$ cat config.mk
export PLATFORM = sky130hd
export DESIGN_NAME = rgb_to_binary
export DESIGN_NICKNAME = d
export VERILOG_FILES = /design/src/rtl/rgb_to_binary.sv
export SDC_FILE = /design/constraint.sdc
export NUM_CORES = 1
export LEC_CHECK = 0
export BUFFER_PORTS_ARGS = -buffer_cell sky130_fd_sc_hd__buf_2
export CELL_PAD_IN_SITES_DETAIL_PLACEMENT = 0
export CELL_PAD_IN_SITES_GLOBAL_PLACEMENT = 1
export CORE_ASPECT_RATIO = 0.75
export CORE_MARGIN = 10
export CORE_UTILIZATION = 43
export CTS_CLUSTER_DIAMETER = 30
export DETAILED_ROUTE_END_ITERATION = 10
export PLACE_DENSITY = 0.78
export SYNTH_ARGS = -nofsm -noshare
export SYNTH_HDL_FRONTEND = slang
export SYNTH_SLANG_ARGS = --single-unit
$ cat constraint.sdc
create_clock -name clk -period 2.1 [get_ports clk]
set_input_delay 0.21 -clock clk [delete_from_list [all_inputs] [get_ports clk]]
set_output_delay 0.21 -clock clk [all_outputs]
set_load 0.005 [all_outputs]
$ cat src/rtl/rgb_to_binary.sv
// Streaming RGB-to-binary converter: two-stage luma/threshold pipeline with
// valid/ready handshakes, raster position tagging and a per-frame control FSM.
module rgb_to_binary #(
  parameter int WIDTH  = 10,
  parameter int HEIGHT = 10
) (
  input  logic        clk,
  input  logic        rst,
  input  logic [7:0]  rgb_pixel_r,
  input  logic [7:0]  rgb_pixel_g,
  input  logic [7:0]  rgb_pixel_b,
  input  logic        rgb_pixel_valid,
  output logic        rgb_pixel_ready,
  input  logic [7:0]  threshold,
  output logic [7:0]  gray_pixel,
  output logic [7:0]  binary_image_pixel,
  output logic        binary_pixel_valid,
  input  logic        binary_pixel_ready,
  output logic [15:0] out_row,
  output logic [15:0] out_col,
  output logic        out_last,
  output logic        frame_done
);

  typedef enum logic [1:0] {IDLE, STREAM, DRAIN, DONE} state_t;

  localparam logic [15:0] LAST_ROW = 16'(HEIGHT - 1);
  localparam logic [15:0] LAST_COL = 16'(WIDTH - 1);
  localparam logic [7:0]  COEF [3] = '{8'd77, 8'd150, 8'd29};

  state_t      state_reg;
  logic [15:0] in_row_reg;
  logic [15:0] in_col_reg;
  logic [7:0]  thr_reg;

  logic        s1_valid_reg;
  logic [7:0]  s1_gray_reg;
  logic [15:0] s1_row_reg;
  logic [15:0] s1_col_reg;
  logic        s1_last_reg;

  logic        advance;
  logic        accepting;
  logic        in_xfer;
  logic        out_xfer;
  logic        in_last;
  logic [7:0]  chan [3];
  logic [15:0] prod [3];
  logic [15:0] luma_sum;
  logic [7:0]  luma;

  // The whole pipeline moves together; it only freezes when the output
  // register is occupied and the consumer is not taking it.
  assign advance   = !binary_pixel_valid || binary_pixel_ready;
  assign accepting = (state_reg == IDLE) || (state_reg == STREAM);
  assign rgb_pixel_ready = rst && accepting && advance;
  assign in_xfer   = rgb_pixel_valid && rgb_pixel_ready;
  assign out_xfer  = binary_pixel_valid && binary_pixel_ready;
  assign in_last   = (in_row_reg == LAST_ROW) && (in_col_reg == LAST_COL);

  assign chan[0] = rgb_pixel_r;
  assign chan[1] = rgb_pixel_g;
  assign chan[2] = rgb_pixel_b;

  generate
    for (genvar gi = 0; gi < 3; gi++) begin : g_mul
      assign prod[gi] = {8'd0, chan[gi]} * {8'd0, COEF[gi]};
    end
  endgenerate

  // Coefficients sum to 256, so the 16-bit sum cannot overflow.
  assign luma_sum = prod[0] + prod[1] + prod[2];
  assign luma     = 8'(luma_sum >> 8);

  always_ff @(posedge clk or negedge rst) begin
    if (!rst) begin
      s1_valid_reg       <= 1'b0;
      s1_gray_reg        <= 8'd0;
      s1_row_reg         <= 16'd0;
      s1_col_reg         <= 16'd0;
      s1_last_reg        <= 1'b0;
      binary_pixel_valid <= 1'b0;
      gray_pixel         <= 8'd0;
      binary_image_pixel <= 8'd0;
      out_row            <= 16'd0;
      out_col            <= 16'd0;
      out_last           <= 1'b0;
    end else if (advance) begin
      s1_valid_reg <= in_xfer;
      if (in_xfer) begin
        s1_gray_reg <= luma;
        s1_row_reg  <= in_row_reg;
        s1_col_reg  <= in_col_reg;
        s1_last_reg <= in_last;
      end
      binary_pixel_valid <= s1_valid_reg;
      if (s1_valid_reg) begin
        gray_pixel         <= s1_gray_reg;
        binary_image_pixel <= (s1_gray_reg >= thr_reg) ? 8'hFF : 8'h00;
        out_row            <= s1_row_reg;
        out_col            <= s1_col_reg;
        out_last           <= s1_last_reg;
      end
    end
  end

  always_ff @(posedge clk or negedge rst) begin
    if (!rst) begin
      in_row_reg <= 16'd0;
      in_col_reg <= 16'd0;
    end else if (state_reg == DONE) begin
      in_row_reg <= 16'd0;
      in_col_reg <= 16'd0;
    end else if (in_xfer) begin
      if (in_last) begin
        in_row_reg <= 16'd0;
        in_col_reg <= 16'd0;
      end else if (in_col_reg == LAST_COL) begin
        in_row_reg <= in_row_reg + 16'd1;
        in_col_reg <= 16'd0;
      end else begin
        in_col_reg <= in_col_reg + 16'd1;
      end
    end
  end

  // Threshold is captured with pixel (0,0); the previous frame has fully
  // drained by then, so no in-flight pixel sees the new value.
  always_ff @(posedge clk or negedge rst) begin
    if (!rst) begin
      state_reg  <= IDLE;
      thr_reg    <= 8'd0;
      frame_done <= 1'b0;
    end else begin
      frame_done <= (state_reg == DRAIN) && out_xfer && out_last;
      case (state_reg)
        IDLE: begin
          if (in_xfer) begin
            thr_reg   <= threshold;
            state_reg <= in_last ? DRAIN : STREAM;
          end
        end
        STREAM: begin
          if (in_xfer && in_last) state_reg <= DRAIN;
        end
        DRAIN: begin
          if (out_xfer && out_last) state_reg <= DONE;
        end
        DONE: begin
          state_reg <= IDLE;
        end
        default: state_reg <= IDLE;
      endcase
    end
  end

endmodule

==> flow_metrics.py, run 1 <==
metrics = {
    "place": {
        "place_area_um2": 10200,
        "gp_congestion": 0.833,
        "dp_hpwl_um": 14700,
        "numPortBuffers": 87,
    },
    "pwr": {
        "leakage_nw": 5.91,
        "pwr-share-clk_pct": 18.2,
        "ir_worst_vdd_mv": 1.99,
        "p_int_w": 0.0108,
        "swShare_pct": 38.1,
        "power_w": 0.0174,
        "p_seq_share_pct": 17.6,
        "switching_power_w": 0.00664,
        "powerDensity_nw_per_um2": 1550,
        "power_frac_comb_pct": 64.2,
    },
    "finish": {
        "mostFrequentLayoutCells": "dfrtp_1 (128), nand2_1 (120), buf_4 (101)",
        "nNetsFinal": 1201,
        "final_common_cell": "dfrtp_1",
        "diodes": 0,
        "drive_gt1_share_pct": 34.8,
        "fin_area_um2": 11300,
        "syn_to_final_growth_pct": 31.0,
    },
    "sta": {
        "finalSetupViolations": 8,
        "hold_violations": 0,
        "rsz0062_at_grt": "true",
        "finalClockSkew_ps": 8.39,
        "slew_headroom_pct": 61.8,
        "hold_ws_ps": 14.2,
        "slew_viol_final": 0,
        "post-route-min-period_ps": 5190,
        "setup_tns_ps": -23340,
        "worst_pin_slew_ps": 573,
        "clock.fmax_mhz": 193,
        "layout_setup_ws_ps": -3090,
        "fin_crit_sh_pct": 247,
    },
    "worst_setup_path": {
        "critPathMaxFanout": 4,
        "startpoint": "rgb_pixel_g[4]",
        "setup.worst_path.end_class": "flip-flop",
        "r2r_start": "s1_gray_reg[0]",
        "critPathCapture": "s1_gray_reg[7]",
        "r2r_cells": 10,
        "crit_path_start_kind": "input pin",
        "required_ps": 2410,
        "crit_type": "input pin to flip-flop",
        "r2r_setup_slack_ps": 30,
        "critical_path_arrival_ps": 5500,
        "r2r_end": "binary_image_pixel[6]",
    },
    "grt": {
        "grt_pass1_vias": 6547,
        "grt_max_degree": 105,
        "overflow": 0,
        "track_usage_pct": 15.4,
        "grt_pass1_wl_um": 32300,
        "antenna_found_initial": 0,
    },
    "logic_synthesis": {
        "syn_inst": 818,
        "synthMuxAreaShare_pct": 6.65,
        "synthArstFlopShare_pct": 100,
        "synth_adder_area_share_pct": 27.3,
        "synth_top_family_by_area": "adder cells",
        "synth_compound_area_share_pct": 5.44,
        "synth_xor_area_share_pct": 4.18,
        "yosys_register_bits": 128,
        "synth_area_um2": 8600,
        "yosysUniqueCellTypes": 55,
        "synth_enable_flop_cells": 0,
        "avgSynthCellArea_um2": 10.5,
        "yosys_warnings": 0,
        "ys_seq_area_share_pct": 37.2,
        "synth-simple-area-share_pct": 12.9,
        "syn-num-nets": 1009,
        "ys.flop_type": "dfrtp_1",
    },
    "drt": {
        "drc": 0,
        "totalWireLength_um": 19000,
        "ant_nets": 0,
        "routed-via-count": 6187,
        "drt_iter0_drc": 340,
        "post_drt_wl_per_cell_um": 14.9,
        "drt_first_pass_iters": 4,
        "viasPerCell": 4.85,
    },
    "hold_path": {
        "holdPathStages": 2,
        "holdCritPathClass": "input pin to flip-flop",
    },
    "floorplanning": {
        "die_w_um": 183,
        "row_count": 44,
        "dieArea_um2": 26100,
        "core_area_um2": 19500,
        "ioPinCount": 88,
        "start_util_pct": 44.1,
        "die_y_um": 142,
    },
    "outcome": {
        "outcome": "finished with violations",
        "violations": "setup timing",
    },
    "clock_network": {
        "clk_latency_ps": 420,
        "htreeDepth": 4,
        "clk_pin_slew_ps": 60,
        "cts_buffer_depth": 2,
        "cts_buffers": 17,
        "root_buffer": "clkbuf_16",
        "clock_sinks": 128,
        "cts_tree": "yes",
    },
    "job": {
        "max-cap-violations": 0,
    },
}
==> worst max-delay path: stages <==
cell,delay [ps]
buf_8,100
ha_4,230
ha_4,250
inv_2,30
fa_1,450
fa_1,500
inv_2,50
ha_4,300
xnor2_4,130
fa_1,440
fa_1,510
inv_2,40
fa_2,530
fa_1,420
inv_2,80
ha_4,200
and2_4,140
a31oi_4,200
o21ai_2,110
o31ai_2,200
xnor2_1,160
xnor2_1,130
o21ai_1,80
==> metal layers <==
layer | wire, µm | global-route usage [%] | up-vias
li1 | - | - | 3057
met1 | 9770 | 21.8 | 3024
met2 | 8310 | 22.8 | 94
met3 | 832 | 4.41 | 12
met4 | 104 | 3.06 | 0
met5 | 0 | 0 | -
==> power groups by stage <==
stage / sequential (W) / clock, W / combinational, W
detailed placement: 0.00310 / 0 / 0.00944
CTS: 0.00307 / 0.00321 / 0.0106
global route: 0.00311 / 0.00333 / 0.0127
finish: 0.00306 / 0.00318 / 0.0112
floorplan: 0.00308 / 0 / 0.00639
global placement: 0.00310 / 0 / 0.00919
==> what timing repair did <==
action,4_1_cts,5_1_grt
pin swaps,26,28
hold buffers,1,0
gates resized for setup,33,33
setup buffers,2,8
hold endpoints to repair,128,0
endpoints found under the setup margin,12,34
==> synthesized netlist by cell type (13+ instances only) <==
master     n  area (µm²)
fa_1      55        1100
nor2_1    44         165
xnor2_1   13         114
o21ai_0   25         125
mux2_2    48         541
dfrtp_1  128        3200
nand2_1  124         465
xor2_1    28         245
nand3_1   14        70.1
inv_1    110         413
ha_1     100        1250
==> metrics by stage <==
| step | util (%) | setup slack [ps] | std cells |
|---|---|---|---|
| after global routing | 57.8 | -3310 | 1276 |
| final | 57.8 | -3090 | 1276 |
| after detailed placement | 52.5 | -3690 | 1233 |
| after floorplan | - | -3350 | 818 |
| after CTS | 56.7 | -3110 | 1268 |
| after global placement | 52.5 | -3610 | 1233 |
==> area by class of cell <==
cell class / count / area [µm²]
fillers: 1692 / 8220
repair buffers: 197 / 1390
multi-input cells: 556 / 5320
clock buffers: 17 / 425
inverters: 110 / 413
flip-flops and latches: 128 / 3200
well taps: 253 / 317
clock inverters: 15 / 209
==> cells by family after synthesis <==
family / Yosys count
multiplexers: 51
adder cells (fa/ha/maj): 155
AND/OR/NAND/NOR: 237
flip-flops: 128
XOR/XNOR: 41
buffers and inverters: 134
AO/OA/AOI/OAI: 72
==> how the worst min path moves through the flow <==
stage	startpoint	end	slack [ps]
finish	threshold[7]	thr_reg[7]	10
global route	threshold[6]	thr_reg[6]	10
CTS	threshold[7]	thr_reg[7]	10
detailed placement	rst	state_reg[1]	280
global placement	rst	state_reg[0]	280
floorplan	rst	binary_image_pixel[6]	-90
Note: power is estimated with default switching activity, not from simulation.
==> run 2: changes to the inputs <==
Settings changed: BUFFER_PORTS_ARGS -buffer_cell sky130_fd_sc_hd__buf_2 to not set, CORE_UTILIZATION 43 to 46, DONT_BUFFER_PORTS set to 1, GPL_ROUTABILITY_DRIVEN set to 0, TNS_END_PERCENT set to 5.
==> flow_metrics.py, run 2 (same netlist as run 1, synthesis figures left out) <==
metrics = {
    "pwr": {
        "p_int_w": 0.00965,
        "p_seq_share_pct": 20.2,
        "pwr-share-clk_pct": 18.4,
        "switching_power_w": 0.00593,
        "leakage_nw": 5.27,
        "swShare_pct": 38.1,
        "powerDensity_nw_per_um2": 1510,
        "ir_worst_vdd_mv": 1.58,
        "power_frac_comb_pct": 61.3,
    },
    "worst_setup_path": {
        "crit_path_start_kind": "input pin",
        "r2r_start": "s1_gray_reg[0]",
        "setup.worst_path.end_class": "flip-flop",
        "r2r_end": "binary_image_pixel[6]",
        "critical_path_arrival_ps": 5370,
        "startpoint": "rgb_pixel_g[3]",
        "r2r_cells": 10,
        "required_ps": 2400,
        "critPathMaxFanout": 4,
        "critPathCapture": "s1_gray_reg[7]",
        "crit_type": "input pin to flip-flop",
        "r2r_setup_slack_ps": -20,
    },
    "drt": {
        "post_drt_wl_per_cell_um": 15.3,
        "drt_iter0_drc": 300,
        "drc": 0,
        "totalWireLength_um": 17700,
        "drt_first_pass_iters": 4,
        "viasPerCell": 4.95,
        "ant_nets": 0,
        "routed-via-count": 5702,
    },
    "grt": {
        "track_usage_pct": 15.4,
        "grt_pass1_wl_um": 31000,
        "grt_pass1_vias": 6034,
        "grt-busiest-layer": "met2",
        "use_met2_pct": 22.3,
        "overflow": 0,
        "globalRouteMet1Util_pct": 21.8,
        "grt_max_degree": 131,
        "antenna_found_initial": 0,
        "grt.met3_usage_pct": 5.09,
    },
    "clock_network": {
        "clk_latency_ps": 410,
        "cts_buffers": 17,
        "post_cts_buffers": 0,
        "root_buffer": "clkbuf_16",
        "cts-hold-fix-buffers": 9,
        "cts_tree": "yes",
        "cts_buffer_depth": 2,
        "htreeDepth": 4,
        "clock_sinks": 128,
        "clk_pin_slew_ps": 60,
    },
    "sta": {
        "worst_pin_slew_ps": 485,
        "hold_ws_ps": -511,
        "layout_setup_ws_ps": -2970,
        "post-route-min-period_ps": 5070,
        "rsz0062_at_grt": "true",
        "hold_violations": 128,
        "finalClockSkew_ps": 9.33,
        "fin_crit_sh_pct": 241,
        "finalSetupViolations": 9,
        "slew_headroom_pct": 67.7,
        "clock.fmax_mhz": 197,
        "slew_viol_final": 0,
    },
    "finish": {
        "syn_to_final_growth_pct": 19.7,
        "instances_no_fill": 1151,
        "nNetsFinal": 1082,
        "multi_input_area_um2": 5130,
        "drive_gt1_share_pct": 23.1,
        "fillers": 1600,
        "post-route-util_pct": 56.0,
        "seq_area_um2": 3200,
        "final_common_cell": "dfrtp_1",
        "diodes": 0,
        "mostFrequentLayoutCells": "dfrtp_1 (127), nand2_1 (121), inv_1 (101)",
    },
    "outcome": {
        "outcome": "finished with violations",
        "violations": "hold timing, setup timing",
    },
    "floorplanning": {
        "die_w_um": 178,
        "row_count": 43,
        "ioPinCount": 88,
        "core_area_um2": 18400,
        "die_y_um": 138,
        "start_util_pct": 46.7,
        "dieArea_um2": 24600,
    },
    "place": {
        "numPortBuffers": 0,
        "dp_hpwl_um": 13600,
        "dp.cells": 1110,
        "pre_cts_ws_ps": -3510,
    },
    "job": {
        "max-cap-violations": 0,
    },
    "hold_path": {
        "holdCritPathClass": "input pin to async pin",
    },
}
[run 2: metal layers]
metal,vias up,share of wire [%]
met4,0,0.47
met5,-,0
met3,9,6.2
li1,2827,-
met2,86,44
met1,2780,49
[run 2: power groups by stage]
stage	clock network, W	logic, W	registers, W
after CTS	0.00292	0.00906	0.00316
after global routing	0.00304	0.0108	0.00322
final	0.00287	0.00955	0.00315
after floorplan	0	0.00621	0.00308
after detailed placement	0	0.00877	0.00320
after global placement	0	0.00865	0.00319
[run 2: how the worst min path moves through the flow]
stage | from | endpoint | slack [ps] | cells past startpoint
floorplan | rst | binary_image_pixel[6] | -90 | 0
global placement | rst | out_col[10] | -80 | 0
detailed placement | rst | out_col[10] | -80 | 0
CTS | rst | out_col[10] | -530 | 0
global route | rst | out_col[10] | -530 | 0
finish | rst | out_col[10] | -510 | 0
[run 2: critical path: stages]
cell and delay (ps):
ha_4 210, ha_1 280, ha_1 280, inv_1 40, fa_1 480, inv_2 40, ha_4 220, or3_4 380
nand2_2 80, fa_1 400, inv_1 70, ha_1 230, inv_1 70, fa_1 420, fa_1 500, inv_2 50
ha_4 150, nor4_2 130, o211ai_1 210, a31oi_4 220, o21ai_2 100, o31ai_2 200, xnor2_1 160, xnor2_1 130
o21ai_1 80
[run 2: metrics by stage]
stage | total power, W | hold WS (ps) | TNS (ps) | instance area (µm²)
6_report | 0.0156 | -511 | -22460 | 10300
5_1_grt | 0.0171 | -535 | -24460 | 10300
4_1_cts | 0.0151 | -525 | -22320 | 10200
3_5_place_dp | 0.0120 | -81.1 | -26580 | 9490
3_3_place_gp | 0.0118 | -80.8 | -26360 | 9490
2_1_floorplan | 0.00929 | -85.6 | -24200 | 8730
[run 2: final cells by class]
type | instances | area share, %
multi-input cells | 556 | 49.8
flip-flops and latches | 128 | 31.1
repair buffers | 78 | 6.31
clock buffers | 24 | 4.97
inverters | 110 | 4.01
well taps | 247 | 3.00
clock inverters | 8 | 0.754
[run 2: timing repair]
action                     CTS  global route
setup endpoints to repair    9            32
hold endpoints to repair   137           128
resized for setup           11            19
pin swaps                   23             5
